## src/rtl/spi_cfg_sequencer.sv

```systemverilog
// spi_cfg_sequencer: queues register-write commands and serialises each as a 16-bit mode-0 SPI frame.
// Build macro SPI_SEQ_INIT_EN: after reset, writes 0x00 to registers 0..4 before accepting commands.
module spi_cfg_sequencer #(
    parameter int CLK_DIV    = 4,
    parameter int FIFO_DEPTH = 4,
    parameter int TRAIL_CLKS = 1,
    parameter int CS_GAP     = 8,
    parameter int MAX_ADDR   = 4
) (
    input  logic       clk,
    input  logic       rst_n,
    input  logic       cmd_valid,
    output logic       cmd_ready,
    input  logic [6:0] cmd_addr,
    input  logic [7:0] cmd_data,
    output logic       SCLK,
    output logic       nCS,
    output logic       COPI,
    output logic       busy,
    output logic       frame_done,
    output logic       err_addr
);
    localparam int CNT_MAX = ((2 * CLK_DIV) > CS_GAP) ? (2 * CLK_DIV - 1) : (CS_GAP - 1);
    localparam int CW      = (CNT_MAX > 0) ? $clog2(CNT_MAX + 1) : 1;
    localparam int PW      = $clog2(FIFO_DEPTH);
    localparam int QW      = PW + 1;
    localparam int TW      = (TRAIL_CLKS > 1) ? $clog2(TRAIL_CLKS) : 1;
    localparam logic [TW-1:0] TRAIL_LAST = (TRAIL_CLKS > 0) ? TW'(TRAIL_CLKS - 1) : '0;

    typedef enum logic [2:0] {
        IDLE  = 3'd0,
        SETUP = 3'd1,
        SHIFT = 3'd2,
        TRAIL = 3'd3,
        HOLD  = 3'd4,
        GAP   = 3'd5
    } state_t;

    state_t          state_reg, state_next;
    logic [CW-1:0]   cnt_reg;
    logic [3:0]      bit_reg;
    logic [TW-1:0]   trail_reg;
    logic [15:0]     shift_reg;

    logic [14:0]     fifo_mem [FIFO_DEPTH];
    logic [PW-1:0]   wr_ptr_reg, rd_ptr_reg;
    logic [QW-1:0]   count_reg, count_next;

    logic            sclk_reg, ncs_reg, copi_reg, busy_reg, frame_done_reg, err_addr_reg, cmd_ready_reg;
    logic            sclk_next, ncs_next, copi_next, busy_next, frame_done_next, err_addr_next, cmd_ready_next;

    logic            accept, legal, push, pop, start, load_init;
    logic            half_end, period_end, gap_end, last_bit, last_trail;
    logic            init_pending, init_pending_next;
    logic [6:0]      init_addr;

    assign accept     = cmd_valid && cmd_ready_reg;
    assign legal      = cmd_addr <= 7'(MAX_ADDR);
    assign push       = accept && legal;
    assign pop        = (state_reg == IDLE) && !init_pending && (count_reg != '0);
    assign start      = pop || load_init;

    assign half_end   = cnt_reg == CW'(CLK_DIV - 1);
    assign period_end = cnt_reg == CW'(2 * CLK_DIV - 1);
    assign gap_end    = cnt_reg == CW'(CS_GAP - 1);
    assign last_bit   = bit_reg == 4'd15;
    assign last_trail = trail_reg == TRAIL_LAST;

`ifdef SPI_SEQ_INIT_EN
    // Init frames bypass the FIFO; commands stay blocked until the fifth frame's gap has elapsed.
    logic [2:0] init_idx_reg;
    logic       init_pending_reg;

    assign init_pending      = init_pending_reg;
    assign init_pending_next = init_pending_reg &&
                               !((state_reg == GAP) && gap_end && (init_idx_reg == 3'd5));
    assign load_init         = (state_reg == IDLE) && init_pending_reg && (init_idx_reg != 3'd5);
    assign init_addr         = {4'd0, init_idx_reg};

    always_ff @(posedge clk or negedge rst_n) begin
        if (!rst_n) begin
            init_idx_reg     <= '0;
            init_pending_reg <= 1'b1;
        end else begin
            if (load_init)
                init_idx_reg <= init_idx_reg + 3'd1;
            init_pending_reg <= init_pending_next;
        end
    end
`else
    assign init_pending      = 1'b0;
    assign init_pending_next = 1'b0;
    assign load_init         = 1'b0;
    assign init_addr         = '0;
`endif

    // State register
    always_ff @(posedge clk or negedge rst_n) begin
        if (!rst_n)
            state_reg <= IDLE;
        else
            state_reg <= state_next;
    end

    // Next-state logic
    always_comb begin
        state_next = state_reg;
        case (state_reg)
            IDLE:    if (start) state_next = SETUP;
            SETUP:   if (half_end) state_next = SHIFT;
            SHIFT:   if (period_end && last_bit) state_next = (TRAIL_CLKS > 0) ? TRAIL : HOLD;
            TRAIL:   if (period_end && last_trail) state_next = HOLD;
            HOLD:    if (half_end) state_next = GAP;
            GAP:     if (gap_end) state_next = IDLE;
            default: state_next = IDLE;
        endcase
    end

    // Phase counter restarts on every state change and at the end of each SCLK period
    always_ff @(posedge clk or negedge rst_n) begin
        if (!rst_n) begin
            cnt_reg   <= '0;
            bit_reg   <= '0;
            trail_reg <= '0;
            shift_reg <= '0;
        end else begin
            if ((state_next != state_reg) || (state_reg == IDLE) ||
                (((state_reg == SHIFT) || (state_reg == TRAIL)) && period_end))
                cnt_reg <= '0;
            else
                cnt_reg <= cnt_reg + 1'b1;

            if (state_reg == SETUP)
                bit_reg <= '0;
            else if ((state_reg == SHIFT) && period_end)
                bit_reg <= bit_reg + 4'd1;

            if (state_reg != TRAIL)
                trail_reg <= '0;
            else if (period_end)
                trail_reg <= trail_reg + 1'b1;

            // Shifting on the last high cycle makes COPI change together with the SCLK fall
            if (start)
                shift_reg <= load_init ? {1'b1, init_addr, 8'h00} : {1'b1, fifo_mem[rd_ptr_reg]};
            else if ((state_reg == SHIFT) && half_end)
                shift_reg <= {shift_reg[14:0], 1'b0};
        end
    end

    always_ff @(posedge clk) begin
        if (push)
            fifo_mem[wr_ptr_reg] <= {cmd_addr, cmd_data};
    end

    always_comb begin
        count_next = count_reg;
        if (push && !pop)
            count_next = count_reg + 1'b1;
        else if (!push && pop)
            count_next = count_reg - 1'b1;
    end

    always_ff @(posedge clk or negedge rst_n) begin
        if (!rst_n) begin
            wr_ptr_reg <= '0;
            rd_ptr_reg <= '0;
            count_reg  <= '0;
        end else begin
            if (push)
                wr_ptr_reg <= wr_ptr_reg + 1'b1;
            if (pop)
                rd_ptr_reg <= rd_ptr_reg + 1'b1;
            count_reg <= count_next;
        end
    end

    // Output decode; every pin is registered, so the pins trail the state by one cycle
    always_comb begin
        ncs_next        = !((state_reg == SETUP) || (state_reg == SHIFT) ||
                            (state_reg == TRAIL) || (state_reg == HOLD));
        sclk_next       = ((state_reg == SHIFT) || (state_reg == TRAIL)) && (cnt_reg < CW'(CLK_DIV));
        copi_next       = ((state_reg == SETUP) || (state_reg == SHIFT)) && shift_reg[15];
        frame_done_next = (state_reg == GAP) && (cnt_reg == '0);
        busy_next       = (state_reg != IDLE) || (count_reg != '0) || init_pending;
        err_addr_next   = accept && !legal;
        cmd_ready_next  = (count_next != QW'(FIFO_DEPTH)) && !init_pending_next;
    end

    always_ff @(posedge clk or negedge rst_n) begin
        if (!rst_n) begin
            sclk_reg       <= 1'b0;
            ncs_reg        <= 1'b1;
            copi_reg       <= 1'b0;
            busy_reg       <= 1'b0;
            frame_done_reg <= 1'b0;
            err_addr_reg   <= 1'b0;
            cmd_ready_reg  <= 1'b0;
        end else begin
            sclk_reg       <= sclk_next;
            ncs_reg        <= ncs_next;
            copi_reg       <= copi_next;
            busy_reg       <= busy_next;
            frame_done_reg <= frame_done_next;
            err_addr_reg   <= err_addr_next;
            cmd_ready_reg  <= cmd_ready_next;
        end
    end

    assign SCLK       = sclk_reg;
    assign nCS        = ncs_reg;
    assign COPI       = copi_reg;
    assign busy       = busy_reg;
    assign frame_done = frame_done_reg;
    assign err_addr   = err_addr_reg;
    assign cmd_ready  = cmd_ready_reg;

endmodule
```

## config.mk

```make
export PLATFORM = sky130hd
export DESIGN_NAME = spi_cfg_sequencer
export DESIGN_NICKNAME = d
export VERILOG_FILES = /design/src/rtl/spi_cfg_sequencer.sv
export SDC_FILE = /design/constraint.sdc
export NUM_CORES = 1
export LEC_CHECK = 0
export CORE_ASPECT_RATIO = 0.7
export CORE_UTILIZATION = 55
export DETAILED_ROUTE_END_ITERATION = 6
export GPL_TIMING_DRIVEN = 0
export PLACE_DENSITY = 0.74
export SYNTH_ARGS = -nofsm -noshare
export SYNTH_HDL_FRONTEND = slang
export SYNTH_SLANG_ARGS = --single-unit
```

## constraint.sdc

```tcl
create_clock -name clk -period 2.7 [get_ports clk]
set_input_delay 0.27 -clock clk [delete_from_list [all_inputs] [get_ports clk]]
set_output_delay 0.27 -clock clk [all_outputs]
set_load 0.005 [all_outputs]
```

==> key figures <==
Detailed routing
  – Initial detailed-routing violation count: 130
  – Routed WL: 7060 um
  – ANT nets after route: 0
  – First-pass DRT Iterations: 4
  – Vias: 2389
  – Number of vias per cell: 5.61
  – DRC viols: 0
  – Per-cell routed wire length: 16.6 um

Placement
  – Pre-CTS setup slack: 0.0327 ns
  – HPWL Detailed: 4890 um
  – Gpl congestion: 0.779
  – Post-DP Area: 4680 sq um
  – I/O Buffers: 24

Critical path
  – WS Path Type: in2reg
  – Worst setup EP type: register
  – Worst-path fanout max: 15
  – Worst setup SP type: primary input
  – Data arrival time of the critical path: 2.24 ns
  – Critical Path RT: 2.71 ns

CTS
  – Root buffer cell: clkbuf_8
  – CTS clk-pin slew, worst paths: 0.10 ns
  – CTS tree: built
  – H-tree levels: 3
  – Post-cts resize count: 0
  – Clock Tree Buf Depth: 2
  – TritonCTS Buffers: 9
  – Worst-Skew Late Latency: 0.38 ns
  – Total clock sinks: 101

Floorplanning
  – Die width: 108 um
  – # rows: 26
  – Core ar.: 7450 sq um
  – Die H: 76.0 um
  – Total die area: 8190 sq um
  – Ports: 25
  – Starting Density: 57.8%

Timing
  – Rel. slew slack: 45.2%
  – Clk_skew: 0.0103 ns
  – Min Tclk post-route: 2.23 ns
  – Worst slew pin tran: 0.822 ns
  – Max-slew violation count: 0
  – Hold Vio Cnt, Final: 0
  – Period utilisation layout: 82.6%
  – RSZ-0062 raised after global routing: no
  – Final Setup Violations: 0
  – F_max: 448 MHz
  – Final worst slack: 0.469 ns
  – Setup TNS: 0 ns

Power and ir drop
  – Clock power share: 31.4%
  – Pleak: 1.77 nW
  – Maximum VDD drop: 370 uV
  – Logic pwr share: 8.3%
  – P_sw: 0.698 mW
  – Internal power: 2.15 mW
  – Seq pwr share: 60.4%
  – Switching share of total power: 24.5%
  – PwrDens: 583 nW/um^2

Synthesis
  – Synth async-reset ratio: 40.6%
  – Mapped Area: 4300 sq um
  – Seq cells post-synth: 101
  – Post-synth EDFFs: 60
  – Top-count cell post-synth: edfxtp_1
  – Synth area leaders: edfxtp_1, dfrtp_1, mux4_2
  – Cells after Synth: 286
  – Synth area leader: edfxtp_1
  – Post-Synthesis Net Count: 316
  – Share of the synthesized area in the top cell type: 41.9%
  – Synth unique cells: 42
  – Seq/Total Area, Yosys: 65.7%
  – Mean area per synthesized cell: 15.0 sq um
  – Leading cell types by count after synthesis: edfxtp_1, dfrtp_1, nor2_1
  – Top FF cell, synth: edfxtp_1
  – Synth warn: 0

Min path
  – Hold crit path type: in2async

Finish
  – Antenna diodes: 0
  – Largest register FFs: 60
  – Design Area, Final: 4880 sq um
  – Layout fillers: 533
  – Share of layout cells above drive strength 1: 16.2%
  – Final Util: 65.5%
  – Synth-to-Final Area Change: 13.3%
  – Total Nets Final: 353

GRT
  – Vias in the first global route: 2410
  – Grt ovf: 0
  – GRT Util Overall: 20.4%
  – Largest net degree at the start of global routing: 31
  – Initial antenna violation count: 0
  – Global-route wire length before repair: 12300 um

Job
  – Max-cap violations: 0

Outcome
  – Status: complete, no violations
power by group through the flow:
stage | logic [mW] | registers [mW] | clock network (mW)
2_1_floorplan | 0.127 | 1.74 | 0
3_3_place_gp | 0.224 | 1.75 | 0
3_5_place_dp | 0.233 | 1.75 | 0
4_1_cts | 0.238 | 1.72 | 0.919
5_1_grt | 0.275 | 1.73 | 0.963
6_report | 0.236 | 1.72 | 0.892
cells by family after synthesis:
| family | synth area share [%] |
|---|---|
| AOI/OAI and AO/OA | 4.51 |
| xor gates and xnor gates | 2.04 |
| adders and majority gates | 3.49 |
| buffers and inverters | 3.23 |
| DFF | 65.7 |
| muxes | 12.3 |
| and+or+nand+nor | 8.75 |
worst paths after layout:
| check | cells after the start | start | slack [ns] | to |
|---|---|---|---|---|
| worst max register to register | 4 | cmd_ready | 0.81 | fifo_mem[0][2] |
| max in group asynchronous | 3 | rst_n | 1.86 | nCS |
| worst max-delay path | 5 | cmd_addr[5] | 0.47 | fifo_mem[0][2] |
| worst min register to register | 1 | cnt_reg[0] | 0.46 | cnt_reg[0] |
| min in group clk | 3 | cmd_valid | 0.44 | err_addr |
| worst min-delay path | 2 | rst_n | 0.31 | shift_reg[4] |
cells in the final DEF (no fill, tap or decap), types with 10 or more instances in the layout:
cell type        netlist  routed
mux4_2                15      15
ha_1                  12      12
inv_1                 10      10
nor2_1                27      27
clkdlybuf4s50_1        0      23
o21ai_0               10      10
nand2_1               11      11
a21oi_1               16      16
edfxtp_1              60      60
dfrtp_1               40      40
mux2i_1               19      19
through the flow:
stage	power [mW]	hold slack, ns	std cells
final	2.84	0.312	426
after global routing	2.96	0.324	426
after global placement	1.97	0.447	408
after detailed placement	1.98	0.174	409
after floorplan	1.87	-0.0256	286
after CTS	2.87	0.294	426
critical path: stages:
cell and delay [ns]:
clkdlybuf4s50_1 0.51, nor4_2 0.34, and3b_2 0.29, buf_6 0.15, and2_1 0.67
repair_timing:
action | 4_1_cts | 5_1_grt
hold endpoints to repair | 11 | 0
setup buffers | 0 | 0
hold buffers | 1 | 0
metal layers:
metal / wire (um) / track usage (%) / share of wire [%]
met1: 3430 / 29.0 / 49
met2: 3220 / 30.1 / 46
met3: 300 / 4.96 / 4.3
met4: 99 / 9.32 / 1.4
met5: 0 / 0 / 0
final cells by class:
type	count	area, sq um	area share, %
Timing Repair Buffer	26	265	5.44
Multi-Input combinational cell	160	1340	27.4
Tap cell	98	123	2.51
Clock buffer	9	124	2.54
Sequential cell	101	2830	58.0
Inverter	10	37.5	0.770
Buffer	15	101	2.08
Clock inverter	7	61.3	1.26
Power figures use the tool's default switching activity.
